<file path="config.mk">
export PLATFORM = sky130hd
export DESIGN_NAME = powlib_step_cntr
export DESIGN_NICKNAME = d
export VERILOG_FILES = /design/src/rtl/powlib_step_cntr.sv
export SDC_FILE = /design/constraint.sdc
export NUM_CORES = 1
export LEC_CHECK = 0
export CAP_MARGIN = 10
export CORE_MARGIN = 2
export CORE_UTILIZATION = 31
export DETAILED_ROUTE_END_ITERATION = 12
export PLACE_DENSITY_LB_ADDON = 0.1
export SLEW_MARGIN = 20
export SYNTH_ARGS = -nofsm -noshare
export SYNTH_HDL_FRONTEND = slang
export SYNTH_SLANG_ARGS = --single-unit
</file>
<file path="constraint.sdc">
create_clock -name clk -period 1.26 [get_ports clk]
set_input_delay 0.252 -clock clk [delete_from_list [all_inputs] [get_ports clk]]
set_output_delay 0.252 -clock clk [all_outputs]
set_load 0.01 [all_outputs]
</file>
<file path="src/rtl/powlib_step_cntr.sv">
// W-bit counter that steps by a signed constant X, with clear, optional load and async reset.
// Define POWLIB_CNTR_WRAP_EN to add the registered wrap output (overflow/borrow flag).
module powlib_step_cntr #(
  parameter int unsigned  W    = 8,
  parameter logic [W-1:0] X    = W'(1),
  parameter logic [W-1:0] INIT = '0,
  parameter int unsigned  ELD  = 1,
  parameter int unsigned  EAR  = 1
) (
  input  logic         clk,
  input  logic         rst,
  input  logic [W-1:0] nval,
  input  logic         adv,
  input  logic         ld,
  input  logic         clr,
  output logic [W-1:0] cntr
`ifdef POWLIB_CNTR_WRAP_EN
  ,
  output logic         wrap
`endif
);

  if (EAR != 1 || W < 1) begin : g_param_chk
    $error("powlib_step_cntr: EAR must be 1 and W must be >= 1");
  end

  logic [W-1:0] cntr_q, cntr_d;
  logic [W:0]   sum;
  logic         ld_en;

  // Extra top bit captures the carry out of the modular add.
  assign sum   = {1'b0, cntr_q} + {1'b0, X};
  assign ld_en = (ELD != 0) && ld;

  always_comb begin
    cntr_d = cntr_q;
    if (clr) begin
      cntr_d = INIT;
    end else if (ld_en) begin
      cntr_d = nval;
    end else if (adv) begin
      cntr_d = sum[W-1:0];
    end
  end

  always_ff @(posedge clk or posedge rst) begin
    if (rst) begin
      cntr_q <= INIT;
    end else begin
      cntr_q <= cntr_d;
    end
  end

  assign cntr = cntr_q;

`ifdef POWLIB_CNTR_WRAP_EN
  logic wrap_q, wrap_d;

  // Positive step wraps on carry out; negative step wraps on borrow (no carry).
  always_comb begin
    wrap_d = 1'b0;
    if (!clr && !ld_en && adv) begin
      wrap_d = X[W-1] ? !sum[W] : sum[W];
    end
  end

  always_ff @(posedge clk or posedge rst) begin
    if (rst) begin
      wrap_q <= 1'b0;
    end else begin
      wrap_q <= wrap_d;
    end
  end

  assign wrap = wrap_q;
`endif

endmodule

</file>
==> results_tabular.tex, run 1 <==
\begin{tabular}{lr}
\hline
Metric & Value \\
\hline
\multicolumn{2}{l}{\textbf{Run status}} \\
\quad Result of the run & complete, but fails checks \\
\quad Violated checks & negative setup slack \\
\multicolumn{2}{l}{\textbf{CTS}} \\
\quad Root Buffer & clkbuf\_4 \\
\quad Total number of clock tree sinks & 8 \\
\quad Number of buffers created by CTS & 3 \\
\quad Clk Latency, worst-skew pair & around 260 ps \\
\quad Level count of the clock H-tree & 1 \\
\quad Clock transition at the register clock pins on the worst setup and hold paths after CTS & $\sim$60 ps \\
\quad Buffer levels on the longest clock path & 2 \\
\quad Post-CTS Hold Buffers & 0 \\
\quad CTS tree & done \\
\multicolumn{2}{l}{\textbf{Final layout}} \\
\quad Area growth from synthesis to layout & 94.0\% \\
\quad Util after Layout & 63.2\% \\
\quad Combined flip-flop and latch cell area & a little over 200 sq um \\
\quad Cell area after layout & $\sim$930 sq um \\
\quad Fraction of layout cells with a size suffix above 1 & 42.0\% \\
\quad Total inserted antenna cells & 0 \\
\quad Number of flip-flops in the largest register & 8 \\
\quad Fill cell total of the finished layout & 142 \\
\quad Area taken by multi-input logic gates & 324 sq um \\
\quad Final layout net count & roughly 100 \\
\multicolumn{2}{l}{\textbf{Timing}} \\
\quad Post-layout min period & roughly 1300 ps \\
\quad Measured slew at the worst slew-check pin & 320 ps \\
\quad Unrepaired setup endpoints after global routing & yes \\
\quad Final setup violation count & 2 \\
\quad Achievable frequency & 759 MHz \\
\quad Final-layout worst hold slack & roughly 240 ps \\
\quad Final slew viol count & 0 \\
\quad Clk\_skew & about 0.60 ps \\
\quad Number of hold-slack violations in the final timing report & 0 \\
\quad Aggregate negative setup slack & -90.1 ps \\
\quad Slack of the critical path & -58.1 ps \\
\quad Worst slew margin & a little under 80\% \\
\quad Ratio of final minimum period to clock period & 105\% \\
\multicolumn{2}{l}{\textbf{Logic synthesis}} \\
\quad Syn Area/Cell & between 9 and 10 sq um \\
\quad Post-Synthesis Net Count & between 60 and 70 \\
\quad Number of unique standard cell types used by synthesis & 27 \\
\quad Post-synthesis async set-or-reset flop share & between 90\% and 100\% \\
\quad Synthesis Warnings & 0 \\
\quad \#FFs+latches synth & 8 \\
\quad Cell area after synthesis & between 400 and 500 sq um \\
\quad Post-synthesis sequential area ratio & 41.8\% \\
\quad Predominant post-synthesis flop cell & dfrtp\_1 \\
\quad Number of enable flip-flop cells after synthesis & 0 \\
\quad Synthesized instance count & 49 \\
\multicolumn{2}{l}{\textbf{Die}} \\
\quad Die width & around 43 microns \\
\quad Number of cell rows & 14 \\
\quad I/O pin total & 21 \\
\quad Core Box Area & $\sim$0.0015 sq mm \\
\quad Starting Density & between 30\% and 40\% \\
\quad Overall die area & 0.00188 sq mm \\
\quad Die Height & between 40 and 50 microns \\
\multicolumn{2}{l}{\textbf{GRT}} \\
\quad Number of antenna violations at the first check in global routing & 0 \\
\quad Vias in the first global route & approximately 530 \\
\quad Pin count of the biggest net entering global routing & 10 \\
\quad First-pass GRT wire length & between 2000 and 2500 microns \\
\quad Total GRT Usage & between 15 and 20\% \\
\quad Grt ovf & 0 \\
\multicolumn{2}{l}{\textbf{Critical path}} \\
\quad Critical path endpoint category & register \\
\quad Largest fanout on the critical path & 4 \\
\quad CP startpoint kind & register \\
\quad Worst path required time & 1430 ps \\
\quad Category of the critical setup timing path & register to register \\
\quad Arr. time, crit path & 1480 ps \\
\multicolumn{2}{l}{\textbf{Power}} \\
\quad Power per Cell Area & approximately 780 mW/mm\^{}2 \\
\quad P\_leak & 0.412 nW \\
\quad Peak ir drop on the vdd network & about 0.55 mV \\
\multicolumn{2}{l}{\textbf{Placement}} \\
\quad Count of buffers inserted at the top-level ports & 20 \\
\quad Placed cell areas & 773 sq um \\
\quad RD Place Congestion & between 0.6 and 0.7 \\
\quad Post-placement setup slack & -357 ps \\
\quad Estimated wirelength of the detail-placed design & between 1000 and 1500 microns \\
\multicolumn{2}{l}{\textbf{Route}} \\
\quad Antenna viol nets, final & 0 \\
\quad Per-cell via count in the routed design & a little over 5 \\
\quad Vias & $\sim$540 \\
\quad Post-detailed-routing wire length & approximately 1400 microns \\
\quad Iter 0 DRT Violations & 2 \\
\quad Detailed-route wire length per cell & roughly 14 microns \\
\quad Router iterations before antenna repair & 3 \\
\quad Remaining DRCs & 0 \\
\multicolumn{2}{l}{\textbf{Worst hold path}} \\
\quad Class of the tightest hold or removal check & primary input to asynchronous set/reset pin \\
\multicolumn{2}{l}{\textbf{Job}} \\
\quad Number of max-cap violations & 0 \\
\hline
\end{tabular}
==> layout by cell type, fill, tap and decap left out, types with 2 or more instances in the layout <==
master	count
buf_4	16
clkdlybuf4s50_1	10
nor2_1	6
dfrtp_1	5
clkdlybuf4s15_1	4
buf_6	4
inv_1	3
clkbuf_4	3
dfrtp_2	3
dlygate4sd2_1	3
o21ai_0	2
a311oi_2	2
nand4_1	2
xor2_1	2
mux2i_1	2
a211oi_1	2
==> timing repair <==
item | CTS | global route
cloned | 0 | 0
setup endpoints to repair | 13 | 11
gates resized for setup | 16 | 14
pin swaps | 4 | 3
setup buffers | 2 | 6
==> per-stage QoR <==
step | cells | total power [mW]
finish | 104 | 0.725
global route | 104 | 0.769
CTS | 98 | 0.705
detailed placement | 93 | 0.486
global placement | 93 | 0.483
floorplan | 49 | 0.368
==> worst paths after layout <==
| check | slack, ps | cells after the start | to | startpoint |
|---|---|---|---|---|
| setup reg to reg | -60 | 4 | cntr[7] | cntr[1] |
| hold / removal | 240 | 2 | cntr[4] | rst |
| max in group asynchronous | 760 | 2 | cntr[0] | rst |
| setup / recovery | -60 | 4 | cntr[7] | cntr[1] |
| min in group clk | 480 | 3 | cntr[5] | ld |
| hold reg to reg | 630 | 2 | cntr[7] | cntr[7] |
==> synthesized netlist by cell type (all sizes together) (2+ instances only) <==
master	number	area (sq um)
nand4	3	25.0
xor2	2	17.5
a311oi	2	17.5
o21ai	2	10.0
or3	2	12.5
mux2i	2	20.0
nor2	6	22.5
a2111oi	2	25.0
a211oi	3	22.5
dfrtp	8	200
buf	2	8.75
inv	3	11.3
==> power by group <==
| group | internal, mW | switching [mW] | total [mW] |
|---|---|---|---|
| registers | 0.277 | 0.0208 | 0.298 |
| logic | 0.133 | 0.0910 | 0.224 |
| clock network | 0.109 | 0.0937 | 0.203 |
==> cells by family (layout without fill, tap and decap cells) <==
family                   count (synthesis)  count (layout)  share of synthesized area, %
XOR/XNOR                                 3               3                          5.48
multiplexers                             2               2                          4.18
flip-flops                               8               8                          41.8
AO/OA/AOI/OAI                           11              11                          18.3
adder cells (fa/ha/maj)                  1               1                          2.61
buffers and inverters                    6              45                          4.96
AND/OR/NAND/NOR                         18              18                          22.7
==> critical path, cell delays in order, from the launching register on <==
cell and delay (ps):
dfrtp_1 360, buf_6 120, nand4_1 130, or3_4 390, a311oi_2 230
==> cell type report <==
| type | instances | share of cell area, % |
|---|---|---|
| timing repair buffer | 38 | 37.0 |
| inverter | 4 | 1.62 |
| tap | 16 | 2.15 |
| multi-input combinational | 35 | 34.9 |
| sequential | 8 | 21.9 |
| clock buffer | 3 | 2.42 |
==> metal layers <==
metal	track usage, %	vias to the layer above	share of wire, %
met5	0	-	0
met4	7.27	0	0.99
met3	5.53	2	7.2
met2	29.6	19	53
met1	18.1	252	38
li1	-	265	-
(Power assumes the default switching activity.)
==> run 2: changes to the inputs <==
--- a/config.mk
+++ b/config.mk
@@ -9,7 +9,9 @@
 export CORE_MARGIN = 2
 export CORE_UTILIZATION = 31
 export DETAILED_ROUTE_END_ITERATION = 12
+export HOLD_SLACK_MARGIN = 0.02
 export PLACE_DENSITY_LB_ADDON = 0.1
+export RECOVER_POWER = 100
 export SLEW_MARGIN = 20
 export SYNTH_ARGS = -nofsm -noshare
 export SYNTH_HDL_FRONTEND = slang
==> results_tabular.tex, run 2 (synthesis gave the netlist of run 1 again) <==
\begin{tabular}{lr}
\hline
Metric & Value \\
\hline
\multicolumn{2}{l}{\textbf{GRT}} \\
\quad Global-route track usage on met1 & 18.1\% (unchanged) \\
\quad Number of antenna violations at the first check in global routing & 0 (unchanged) \\
\quad Most congested layer reported by global routing & met2 (unchanged) \\
\quad Grt ovf & 0 (unchanged) \\
\quad Vias in the first global route & 527 (unchanged) \\
\quad Total GRT Usage & 16.8\% (unchanged) \\
\quad Pin count of the biggest net entering global routing & 10 (unchanged) \\
\quad Global routing usage on met2 & 29.6\% (unchanged) \\
\quad First-pass GRT wire length & 2260 microns (unchanged) \\
\quad Global Route met3 Usage & 5.53\% (unchanged) \\
\multicolumn{2}{l}{\textbf{Final layout}} \\
\quad Fill cell total of the finished layout & 142 (unchanged) \\
\quad Number of flip-flops in the largest register & 8 (unchanged) \\
\quad Cell area after layout & 930 sq um (unchanged) \\
\quad Combined flip-flop and latch cell area & 204 sq um (unchanged) \\
\quad Area taken by multi-input logic gates & 324 sq um (unchanged) \\
\quad Area growth from synthesis to layout & 94.0\% (unchanged) \\
\quad Fraction of layout cells with a size suffix above 1 & 42.0\% (unchanged) \\
\quad Total inserted antenna cells & 0 (unchanged) \\
\quad Final layout net count & 104 (unchanged) \\
\quad Most frequent cells in the layout & buf\_4 (16), clkdlybuf4s50\_1 (9), nor2\_1 (6) (was buf\_4 (16), clkdlybuf4s50\_1 (10), nor2\_1 (6)) \\
\quad Commonest non-fill, non-tap cell in the layout & buf\_4 (unchanged) \\
\multicolumn{2}{l}{\textbf{Placement}} \\
\quad RD Place Congestion & 0.700 (unchanged) \\
\quad Count of buffers inserted at the top-level ports & 20 (unchanged) \\
\quad Estimated wirelength of the detail-placed design & 1000 microns (unchanged) \\
\quad Post-placement setup slack & -357 ps (unchanged) \\
\quad Placed cell areas & 773 sq um (unchanged) \\
\multicolumn{2}{l}{\textbf{Timing}} \\
\quad Achievable frequency & 759 MHz (unchanged) \\
\quad Final slew viol count & 0 (unchanged) \\
\quad Number of hold-slack violations in the final timing report & 0 (unchanged) \\
\quad Ratio of final minimum period to clock period & 105\% (unchanged) \\
\quad Unrepaired setup endpoints after global routing & yes (unchanged) \\
\quad Worst slew margin & 78.6\% (about the same) \\
\quad Final-layout worst hold slack & 381 ps (was 243 ps) \\
\quad Aggregate negative setup slack & -90.1 ps (unchanged) \\
\quad Post-layout min period & 1320 ps (unchanged) \\
\quad Clk\_skew & 0.595 ps (unchanged) \\
\quad Final setup violation count & 2 (unchanged) \\
\quad Slack of the critical path & -58.1 ps (unchanged) \\
\quad Measured slew at the worst slew-check pin & 320 ps (about the same) \\
\multicolumn{2}{l}{\textbf{Critical path}} \\
\quad Worst path required time & 1430 ps (about the same) \\
\quad Slowest CP cell & or3\_4 (unchanged) \\
\quad FF-to-FF path depth & 4 (unchanged) \\
\quad Reg-to-reg critical path startpoint & cntr[1] (unchanged) \\
\quad Arr. time, crit path & 1480 ps (about the same) \\
\quad Destination of the worst register-to-register timing path & cntr[7] (unchanged) \\
\quad Largest fanout on the critical path & 4 (unchanged) \\
\quad Sequence of cells on the critical path & buf\_6 -> nand4\_1 -> or3\_4 -> a311oi\_2 (unchanged) \\
\quad Slack of the worst reg-to-reg path & -60 ps (about the same) \\
\quad Critical path endpoint category & register (unchanged) \\
\quad Category of the critical setup timing path & register to register (unchanged) \\
\quad CP startpoint kind & register (unchanged) \\
\quad Maximum cell stage delay along the critical path & 390 ps (about the same) \\
\multicolumn{2}{l}{\textbf{Die}} \\
\quad Starting Density & 32.6\% (unchanged) \\
\quad Die Height & 43.3 microns (unchanged) \\
\quad Core Box Area & 0.00147 sq mm (unchanged) \\
\quad Overall die area & 0.00188 sq mm (unchanged) \\
\quad Die width & 43.3 microns (unchanged) \\
\quad Number of cell rows & 14 (unchanged) \\
\quad I/O pin total & 21 (unchanged) \\
\multicolumn{2}{l}{\textbf{Run status}} \\
\quad Result of the run & complete, but fails checks (unchanged) \\
\quad Violated checks & negative setup slack (unchanged) \\
\multicolumn{2}{l}{\textbf{CTS}} \\
\quad Clock transition at the register clock pins on the worst setup and hold paths after CTS & 60 ps (about the same) \\
\quad Clk Latency, worst-skew pair & 260 ps (about the same) \\
\quad Level count of the clock H-tree & 1 (unchanged) \\
\quad Post-CTS Hold Buffers & 0 (unchanged) \\
\quad Buffer levels on the longest clock path & 2 (unchanged) \\
\quad Root Buffer & clkbuf\_4 (unchanged) \\
\quad Total number of clock tree sinks & 8 (unchanged) \\
\quad CTS tree & done (unchanged) \\
\quad Number of buffers created by CTS & 3 (unchanged) \\
\multicolumn{2}{l}{\textbf{Route}} \\
\quad Post-detailed-routing wire length & 1410 microns (unchanged) \\
\quad Per-cell via count in the routed design & 5.17 (unchanged) \\
\quad Router iterations before antenna repair & 3 (unchanged) \\
\quad Vias & 538 (unchanged) \\
\quad Iter 0 DRT Violations & 2 (unchanged) \\
\quad Detailed-route wire length per cell & 13.6 microns (unchanged) \\
\quad Remaining DRCs & 0 (unchanged) \\
\quad Antenna viol nets, final & 0 (unchanged) \\
\multicolumn{2}{l}{\textbf{Power}} \\
\quad Peak ir drop on the vdd network & 0.553 mV (about the same) \\
\quad Power per Cell Area & 780 mW/mm\^{}2 (about the same) \\
\quad P\_leak & 0.413 nW (was 0.412 nW) \\
\multicolumn{2}{l}{\textbf{Job}} \\
\quad Number of max-cap violations & 0 (unchanged) \\
\multicolumn{2}{l}{\textbf{Worst hold path}} \\
\quad Class of the tightest hold or removal check & primary input to asynchronous set/reset pin (unchanged) \\
\hline
\end{tabular}
[run 2: cell types whose count changed in the layout (fill, tap and decap cells not counted)]
cell	previous run	this run
dlygate4sd3_1	0	1
clkdlybuf4s50_1	10	9
[run 2: power breakdown]
| part | internal [mW] | switching, mW | leakage (nW) |
|---|---|---|---|
| combinational | 0.133 | 0.0910 | 0.299 |
| sequential | 0.277 | 0.0208 | 0.0996 |
| clock | 0.109 | 0.0937 | 0.0138 |
[run 2: area by class of cell]
| cell class | count | share of cell area [%] |
|---|---|---|
| tap | 16 | 2.15 |
| multi-input combinational | 35 | 34.9 |
| sequential | 8 | 21.9 |
| inverter | 4 | 1.62 |
| clock buffer | 3 | 2.42 |
| timing repair buffer | 38 | 37.0 |
[run 2: timing repair]
item	CTS	global route
resized for setup	16	14
buffers inserted	2	6
endpoints found under the hold margin	0	0
pin swaps	4	3
setup endpoints to repair	13	11
[run 2: worst max-delay path by stage]
stage / to / depth (start not counted) / slack [ps] / start
after global placement: cntr[6] / 5 / -330 / adv
after global routing: cntr[7] / 4 / -100 / cntr[1]
final: cntr[7] / 4 / -60 / cntr[1]
after detailed placement: cntr[3] / 4 / -360 / adv
after CTS: cntr[6] / 5 / -70 / cntr[1]
after floorplan: cntr[6] / 4 / -7 / cntr[1]
[run 2: routing by layer]
metal	wire length (microns)	part of all wire, %
met1	542	38
met2	750	53
met3	102	7.2
met4	14	0.99
met5	0	0
[run 2: stage by stage]
step	utilization, %	std cells	total power [mW]
final	63.2	104	0.725
after global routing	63.2	104	0.769
after CTS	57.7	98	0.705
after detailed placement	52.6	93	0.486
after global placement	52.6	93	0.483
after floorplan	-	49	0.368
[run 2: worst max-delay path, delay by kind of cell, from the launching register on]
kind / cells / cell delay [ps]
simple gates: 2 / 520
flops: 1 / 360
compound gates: 1 / 230
buf+inv: 1 / 120
==> edit: new RTL, config.mk and constraints of run 2 <==
The parameter `W` goes from 8 to 12.
--- a/src/rtl/powlib_step_cntr.sv
+++ b/src/rtl/powlib_step_cntr.sv
@@ -1,7 +1,7 @@
 // W-bit counter that steps by a signed constant X, with clear, optional load and async reset.
 // Define POWLIB_CNTR_WRAP_EN to add the registered wrap output (overflow/borrow flag).
 module powlib_step_cntr #(
-  parameter int unsigned  W    = 8,
+  parameter int unsigned  W    = 12,
   parameter logic [W-1:0] X    = W'(1),
   parameter logic [W-1:0] INIT = '0,
   parameter int unsigned  ELD  = 1,
Ports: changed (resized cntr and nval); port bits go from 21 to 29. No check against the original RTL was run, so the function may have changed too.
==> edit against run 2 <==
The flow still finishes with violations (setup timing). Critical endpoint is now cntr[8]$_DFFE_PP0P_. Clock power increased by 55%. Routed wire length increased by 65%. Power increased by 49%. Critical path depth unchanged. Cell area increased by 51%. Sequential cell count increased by 4. Synthesized area increased by 61%. Largest power group unchanged. Utilization decreased by 5.0 points. Setup slack got worse by 0.12 ns.
==> edit: results <==
{
  "layout_setup_ws_ns": -0.1822,
  "antenna_found_initial": 0,
  "netlist_top_cells_area": "dfrtp_1 39%, xor2_1 4.5%, nand3_1 3.9%",
  "path_clk_slew_ns": 0.09,
  "startpoint": "cntr[1]$_DFFE_PP0P_",
  "critPathKind": "register to register",
  "grt_pass1_vias": 870,
  "clk_path_buf_depth": 2,
  "dr.pass1.iters": 4,
  "drt_first_iter_violations": 11,
  "layout-drive-gt1-share_pct": 37.16,
  "vias": 927,
  "rr_endpoint": "cntr[8]$_DFFE_PP0P_",
  "ir_drop_v": 0.0004650,
  "synth_commonest_cells": "12 x dfrtp_1, 8 x nand2_1, 7 x nor2_1, 6 x nand3_1",
  "grt_pass1_wl_mm": 3.753,
  "largest_reg_flops": 12,
  "fin_skew_ns": 0.006475,
  "synth.distinct_cells": 32,
  "r2r_cells": 4,
  "n_antenna_cell": 0,
  "hp-class": "primary input to register",
  "globalplace.congestion": 0.8018,
  "violations": "setup timing",
  "relSlewSlack_pct": 52.39,
  "finalSetupViolations": 6,
  "final_nets": 167,
  "synth-seq-cells": 12,
  "yosysWarnings": 0,
  "cts_buffers": 3,
  "seq_area_frac_synth_pct": 38.90,
  "crit_path_max_fanout": 4,
  "switchingPower_uw": 300.5,
  "p_leak_uw": 0.0006257,
  "grt_max_degree": 14,
  "drt-total-wl_mm": 2.320,
  "status": "finished, violations left",
  "track_usage_pct": 18.46,
  "num-fill-cells": 223,
  "dp_hpwl_mm": 1.713,
  "numPortBuffers": 28,
  "syn_nets": 104
}
-- edit: cell count changes in the layout (fill, tap and decap cells not counted), sizes merged, moves of 3 or more --
cell | run 2 | this run
dlygate4sd2 | 3 | 6
dfrtp | 8 | 12
buf | 20 | 35
and4 | 0 | 3
clkdlybuf4s50 | 9 | 13
nand2 | 1 | 8
nand3 | 1 | 6
clkbuf | 3 | 9
-- edit: worst min-delay path by stage --
stage               startpoint              endpoint  slack (ns)  cells after the start
detailed placement         rst  cntr[11]$_DFFE_PP0P_        0.56                      3
floorplan                  rst  cntr[10]$_DFFE_PP0P_        0.12                      1
global route               clr   cntr[3]$_DFFE_PP0P_        0.47                      3
finish                     clr   cntr[3]$_DFFE_PP0P_        0.48                      3
global placement           rst   cntr[4]$_DFFE_PP0P_        0.56                      3
CTS                        rst  cntr[11]$_DFFE_PP0P_        0.27                      3
-- edit: worst max-delay path, cell delays in order, from the launching register on --
cell and delay [ns]:
dfrtp_2 0.39, ha_4 0.15, nand4_4 0.11, or4_1 0.48, a311oi_1 0.23
-- edit: power groups by stage --
stage               Combinational [µW]  Clock (µW)  Sequential, µW
CTS                                322         324             436
global route                       355         355             440
detailed placement                 303           0             451
global placement                   300           0             450
floorplan                         89.8           0             470
finish                             326         314             436
-- edit: final cells by class --
class                           instances  area, µm²  share of cell area [%]
Clock buffer                            4      36.28                   2.589
Sequential cell                        12      305.3                   21.79
Tap cell                               30      37.54                   2.679
Timing Repair Buffer                   62      526.8                   37.59
Multi-Input combinational cell         65      473.0                   33.75
Inverter                                5      22.52                   1.607
-- edit: cells by family after synthesis --
family | after synthesis | synth area share (%)
buffers and inverters | 9 | 4.700
adders and majority gates | 1 | 1.620
xor gates and xnor gates | 4 | 4.538
and+or+nand+nor | 39 | 30.47
AOI/OAI and AO/OA | 20 | 18.31
muxes | 1 | 1.459
DFF | 12 | 38.90
-- edit: what timing repair did --
action                                  4_1_cts  5_1_grt
buffers inserted                              8        1
pin swaps                                     7        5
gates resized for setup                      36       10
endpoints found under the setup margin       22       16
-- edit: layer usage --
metal	vias up	wire (µm)	GRT usage [%]
met5	-	0	0
met1	455	1039	22.81
met4	0	19	8.120
li1	452	-	-
met3	2	73	3.889
met2	18	1188	30.69
-- edit: metrics by stage --
step | instances | instance area, µm² | setup WS (ns) | setup TNS (ns) | util [%]
6_report | 178 | 1401 | -0.1822 | -0.5100 | 58.15
5_1_grt | 178 | 1401 | -0.2307 | -0.9023 | 58.15
4_1_cts | 177 | 1381 | -0.1930 | -0.5604 | 57.32
3_5_place_dp | 166 | 1296 | -0.5389 | -4.347 | 53.79
3_3_place_gp | 166 | 1296 | -0.5093 | -4.187 | 53.79
2_1_floorplan | 86 | 788.3 | -0.2496 | -0.4314 | -
